[src/rtl/uart_rx_param.sv]
// UART receiver with runtime-selectable frame format (5-8 data bits,
// optional even/odd parity, 1 or 2 stop bits). The line is synchronised,
// each bit is decided by a 3-sample majority vote around mid-bit, and
// parity, framing, break and overrun conditions are reported.
module uart_rx_param #(
  parameter int MAX_DATA    = 8,
  parameter int OVER_SAMPLE = 16,
  parameter int SYNC_STAGES = 2
) (
  input  logic                i_clk,
  input  logic                i_rst,
  input  logic                i_stick,
  input  logic                i_rx_en,
  input  logic                i_fifo_full,
  input  logic                i_rx_data,
  input  logic [1:0]          i_data_bits,
  input  logic                i_parity_en,
  input  logic                i_parity_odd,
  input  logic                i_two_stop,
  output logic [MAX_DATA-1:0] o_rx_data,
  output logic                o_rx_valid,
  output logic                o_parity_err,
  output logic                o_frame_err,
  output logic                o_break,
  output logic                o_overrun,
  output logic                o_busy
);

  localparam int CW = $clog2(OVER_SAMPLE);
  localparam logic [CW-1:0] C_VOTE0 = CW'(OVER_SAMPLE / 2 - 2);
  localparam logic [CW-1:0] C_VOTE1 = CW'(OVER_SAMPLE / 2 - 1);
  localparam logic [CW-1:0] C_VOTE2 = CW'(OVER_SAMPLE / 2);
  localparam logic [CW-1:0] C_END   = CW'(OVER_SAMPLE - 1);
  localparam logic [3:0]    MAX_LAST = 4'(MAX_DATA - 1);

  typedef enum logic [2:0] {
    ST_IDLE,
    ST_START,
    ST_DATA,
    ST_PARITY,
    ST_STOP,
    ST_DONE
  } state_t;

  state_t state;

  logic [SYNC_STAGES-1:0] sync_q;
  logic                   rxs;
  logic                   rxs_d;
  logic                   fall;
  logic                   armed;

  logic [CW-1:0]       cnt;
  logic                s0;
  logic                s1;
  logic                vote;
  logic                at_v0;
  logic                at_v1;
  logic                at_v2;
  logic                at_end;

  logic [3:0]          idx;
  logic                stop_idx;
  logic [MAX_DATA-1:0] shift;
  logic                par_acc;
  logic                par_bit;
  logic                frm;
  logic                brk;

  logic [3:0]          cfg_last;
  logic                cfg_par_en;
  logic                cfg_par_odd;
  logic                cfg_two_stop;
  logic [3:0]          req_last;

  assign rxs      = sync_q[SYNC_STAGES-1];
  assign fall     = rxs_d & ~rxs;
  assign vote     = (s0 & s1) | (s0 & rxs) | (s1 & rxs);
  assign at_v0    = i_stick && (cnt == C_VOTE0);
  assign at_v1    = i_stick && (cnt == C_VOTE1);
  assign at_v2    = i_stick && (cnt == C_VOTE2);
  assign at_end   = i_stick && (cnt == C_END);
  assign req_last = 4'd4 + {2'b00, i_data_bits};
  assign o_busy   = (state != ST_IDLE);

  // Bring the asynchronous line into the clock domain and keep one extra copy for start-edge detection
  always_ff @(posedge i_clk) begin
    if (i_rst) begin
      sync_q <= '1;
      rxs_d  <= 1'b1;
    end else begin
      sync_q <= {sync_q[SYNC_STAGES-2:0], i_rx_data};
      rxs_d  <= rxs;
    end
  end

  // Frame state machine: tick counting, majority vote, bit assembly and registered result/flag outputs
  always_ff @(posedge i_clk) begin
    if (i_rst) begin
      state        <= ST_IDLE;
      cnt          <= '0;
      s0           <= 1'b0;
      s1           <= 1'b0;
      idx          <= '0;
      stop_idx     <= 1'b0;
      shift        <= '0;
      par_acc      <= 1'b0;
      par_bit      <= 1'b0;
      frm          <= 1'b0;
      brk          <= 1'b0;
      armed        <= 1'b1;
      cfg_last     <= '0;
      cfg_par_en   <= 1'b0;
      cfg_par_odd  <= 1'b0;
      cfg_two_stop <= 1'b0;
      o_rx_data    <= '0;
      o_rx_valid   <= 1'b0;
      o_parity_err <= 1'b0;
      o_frame_err  <= 1'b0;
      o_break      <= 1'b0;
      o_overrun    <= 1'b0;
    end else begin
      o_rx_valid <= 1'b0;
      o_overrun  <= 1'b0;

      if (i_stick) begin
        if (cnt == C_END) cnt <= '0;
        else              cnt <= cnt + CW'(1);
      end
      if (at_v0) s0 <= rxs;
      if (at_v1) s1 <= rxs;

      case (state)
        ST_IDLE: begin
          if (rxs) armed <= 1'b1;
          if (armed && fall && i_rx_en) begin
            state        <= ST_START;
            cnt          <= '0;
            cfg_last     <= (req_last > MAX_LAST) ? MAX_LAST : req_last;
            cfg_par_en   <= i_parity_en;
            cfg_par_odd  <= i_parity_odd;
            cfg_two_stop <= i_two_stop;
            idx          <= '0;
            stop_idx     <= 1'b0;
            shift        <= '0;
            par_acc      <= 1'b0;
            par_bit      <= 1'b0;
            frm          <= 1'b0;
            brk          <= 1'b0;
          end
        end

        ST_START: begin
          if (at_v2 && vote) begin
            state <= ST_IDLE;
            cnt   <= '0;
          end else if (at_end) begin
            state <= ST_DATA;
            cnt   <= '0;
          end
        end

        ST_DATA: begin
          if (at_v2) begin
            for (int i = 0; i < MAX_DATA; i++) begin
              if (idx == 4'(i)) shift[i] <= vote;
            end
            par_acc <= par_acc ^ vote;
          end
          if (at_end) begin
            if (idx == cfg_last) begin
              state <= cfg_par_en ? ST_PARITY : ST_STOP;
              cnt   <= '0;
            end else begin
              idx <= idx + 4'd1;
            end
          end
        end

        ST_PARITY: begin
          if (at_v2) par_bit <= vote;
          if (at_end) begin
            state <= ST_STOP;
            cnt   <= '0;
          end
        end

        ST_STOP: begin
          if (at_v2) begin
            if (!vote) frm <= 1'b1;
            if (!stop_idx) begin
              brk <= (shift == '0) && (!cfg_par_en || !par_bit) && !vote;
            end
            if (!cfg_two_stop || stop_idx) begin
              state <= ST_DONE;
              cnt   <= '0;
            end
          end else if (at_end) begin
            stop_idx <= 1'b1;
          end
        end

        ST_DONE: begin
          if (!i_fifo_full) begin
            o_rx_valid   <= 1'b1;
            o_rx_data    <= shift;
            o_parity_err <= cfg_par_en && ((par_acc ^ par_bit) != cfg_par_odd);
            o_frame_err  <= frm;
            o_break      <= brk;
          end else begin
            o_overrun <= 1'b1;
          end
          if (brk) armed <= 1'b0;
          state <= ST_IDLE;
          cnt   <= '0;
        end

        default: begin
          state <= ST_IDLE;
          cnt   <= '0;
        end
      endcase
    end
  end

endmodule

[config.mk]
export PLATFORM = sky130hd
export DESIGN_NAME = uart_rx_param
export DESIGN_NICKNAME = d
export VERILOG_FILES = /design/src/rtl/uart_rx_param.sv
export SDC_FILE = /design/constraint.sdc
export NUM_CORES = 1
export LEC_CHECK = 0
export CAP_MARGIN = 20
export CORE_MARGIN = 1
export CORE_UTILIZATION = 35
export DETAILED_ROUTE_END_ITERATION = 10
export SLEW_MARGIN = 10
export SYNTH_ARGS = -nofsm -noshare
export SYNTH_HDL_FRONTEND = slang
export SYNTH_SLANG_ARGS = --single-unit
[constraint.sdc]
create_clock -name i_clk -period 2.65 [get_ports i_clk]
set_input_delay 0.795 -clock i_clk [delete_from_list [all_inputs] [get_ports i_clk]]
set_output_delay 0.795 -clock i_clk [all_outputs]
set_load 0.05 [all_outputs]
==> metrics.yaml <==
logic_synthesis:
  async_flop_share: 0
  synth.distinct_cells: 53
  syn-cell-area_um2: 2250
  ys.flop_type: "dfxtp_1"
  synth.most_common_cell: "dfxtp_1"
  synthCells: 260
  ys_warn_count: 0
  synth_edf_count: 0
  ys_seq_area_frac: 0.437
  synth_nets: 278
  synth_top_area_cell: "dfxtp_1"
  synth_area_leaders: "dfxtp_1, a21oi_1, nand2_1"
  avgSynthCellArea_um2: 8.64
  synth_top_area_share: 0.437
  ys_seq_elements: 49
  synthTopCellsByCount: "dfxtp_1, nand2_1, a21oi_1"
global_routing:
  grt_util_met2: 0.231
  grt_pass1_wl_mm: 8.09
  grt_pass1_vias: 1688
  overflow: 0
  gr-usage-met3: 0.0363
  groute.usage.overall: 0.156
  grt.busiest_layer: "met2"
  antenna_found_initial: 0
  grt_max_degree: 40
  grt_use_met1: 0.221
power:
  power_leakage_nw: 0.988
  combPwrFrac: 0.073
  power_w: 0.00143
  swShare: 0.230
  power.share.clock: 0.393
  power.density_nw_per_um2: 528
  peakVddDrop_v: 0.000240
  p_int_w: 0.00110
  p_sw_w: 0.000328
  seq_power_share: 0.534
critical_path:
  cp.arrival_ns: 2.51
  cp-startpoint: "i_stick"
  criticalPathCategory: "in -> reg"
  rr_startpoint: "idx[2]"
  path_cells: "clkdlybuf4s50_1 > and4b_1 > nand2_1 > o2111ai_1 > and3_4 > mux2_1"
  rr_endpoint: "state[1]"
  critPathMaxFanout: 4
  crit_end: "state[1]"
  critPathLaunchType: "input port"
  cp.required_ns: 2.84
  cp_slowest_stage_delay_ns: 0.52
  rrSetupSlack_ns: 0.68
  rr_worst_depth: 5
  timing.critical_path.to_type: "flop"
  cp_slowest_cell: "clkdlybuf4s50_1"
timing:
  tightest_slew_ns: 0.498
  max_freq_mhz: 432
  period_needed_ns: 2.31
  setup_ws_ns: 0.338
  setup_tns_ns: 0
  hold_slack_ns: 0.414
  finalSetupViolCount: 0
  hold_viol_final: 0
  rsz0062_at_grt: "false"
  relSlewSlack: 0.663
  period_share: 0.873
  finalClockSkew_ns: 0.00487
  maxSlewViolCount: 0
floorplanning:
  start_util: 0.371
  core_um2: 6060
  die_w_um: 82.1
  core.rowCount: 28
  pin_count: 25
  die_y_um: 82.1
  die-area_um2: 6740
final_layout:
  design_area_um2: 2700
  num_antenna_cells: 0
  area_growth_pct: 20.2
  final_nets: 305
  drive_gt1_frac: 0.128
placed_design:
  globalplace.congestion: 0.862
  place_area_um2: 2580
  pre_cts_ws_ns: 0.0478
  dpl.hpwl_mm: 3.30
  io_buffers: 24
routing:
  wirelength_mm: 4.62
  drtAntennaViolNets: 0
  drt_iter0_markers: 150
  via_per_inst: 5.11
  route.detailed.drc: 0
  wire_per_inst_um: 12.7
  firstDrtPassIters: 4
  vias: 1855
clocking:
  cts.path.max_buffers: 2
  clk_latency_ns: 0.30
  hold_buffers: 0
  clk_pin_slew_ns: 0.09
  ctsResizeCount: 0
  htree_levels: 2
  cts_root_buffer: "clkbuf_8"
  post_cts_buffers: 0
  cts_tree: "built"
  cts_made_buffers: 5
  cts_sinks: 49
worst_hold_path:
  hold_class: "reg -> reg"
flow_run:
  drv_cap: 0
run_status:
  status: "complete, no violations"
[how the worst min path moves through the flow]
stage,start,endpoint,slack [ns],cells past startpoint
after floorplan,sync_q[0],sync_q[1],0.39,1
after global placement,sync_q[0],sync_q[1],0.39,1
after detailed placement,sync_q[0],sync_q[1],0.39,1
after CTS,sync_q[0],sync_q[1],0.42,1
after global routing,sync_q[0],sync_q[1],0.43,1
final,sync_q[0],sync_q[1],0.41,1
[per-layer routing]
layer | part of all wire | vias to the layer above
met4 | 0.013 | 0
met2 | 0.41 | 36
li1 | - | 970
met5 | 0 | -
met1 | 0.53 | 845
met3 | 0.040 | 4
[state kept, by name, indices dropped and copies added, names as in the netlist, 2 cells and up]
name / count
o_rx_data: 8
shift: 8
cnt: 4
idx: 4
cfg_last: 3
state: 3
sync_q: 2
[layout make-up]
class                      count  area, um2
sequential                    49        981
fill                         611       3360
multi-input combinational    189       1170
clock buffer                   6       82.6
tap                           75       93.8
clock inverter                 2       37.5
timing repair buffer          33        305
inverter                       9       33.8
[power groups by stage]
stage	registers (W)	logic [W]	clock network (W)
after floorplan	0.000771	0.0000743	0
after global placement	0.000778	0.000104	0
after detailed placement	0.000778	0.000104	0
after CTS	0.000761	0.000104	0.000582
after global routing	0.000764	0.000117	0.000606
final	0.000761	0.000104	0.000561
[critical path: cells and delay by family]
kind / cells / cell delay [ns]
AND/OR/NAND/NOR: 3 / 0.64
AO/OA/AOI/OAI: 1 / 0.24
buffers and inverters: 1 / 0.52
multiplexers: 1 / 0.32
[placed cells by master (no fill, tap or decap), types with 3 or more instances in the layout]
cell,instances
nor3_1,8
inv_1,8
ha_1,7
or2_2,4
xor2_1,6
dfxtp_1,49
mux2i_1,4
buf_4,10
nand2_1,40
a21oi_1,30
o21ai_0,4
nand3_1,7
or4_1,3
nand4_1,5
a31o_2,7
xnor2_1,4
clkdlybuf4s50_1,23
nor2_1,21
clkbuf_8,6
[cell families (layout without fill, tap and decap cells)]
logic type	after synthesis	in the layout	share of synthesized area
AND/OR/NAND/NOR	110	110	0.254
AO/OA/AOI/OAI	56	56	0.160
flip-flops	49	49	0.437
buffers and inverters	22	50	0.0440
XOR/XNOR	10	10	0.0390
adder cells (fa/ha/maj)	8	8	0.0434
multiplexers	5	5	0.0228
[metrics by stage]
step / instances / utilization
floorplan: 260 / -
global placement: 355 / 0.426
detailed placement: 355 / 0.426
CTS: 363 / 0.446
global route: 363 / 0.446
finish: 363 / 0.446
(Power assumes the default switching activity.)
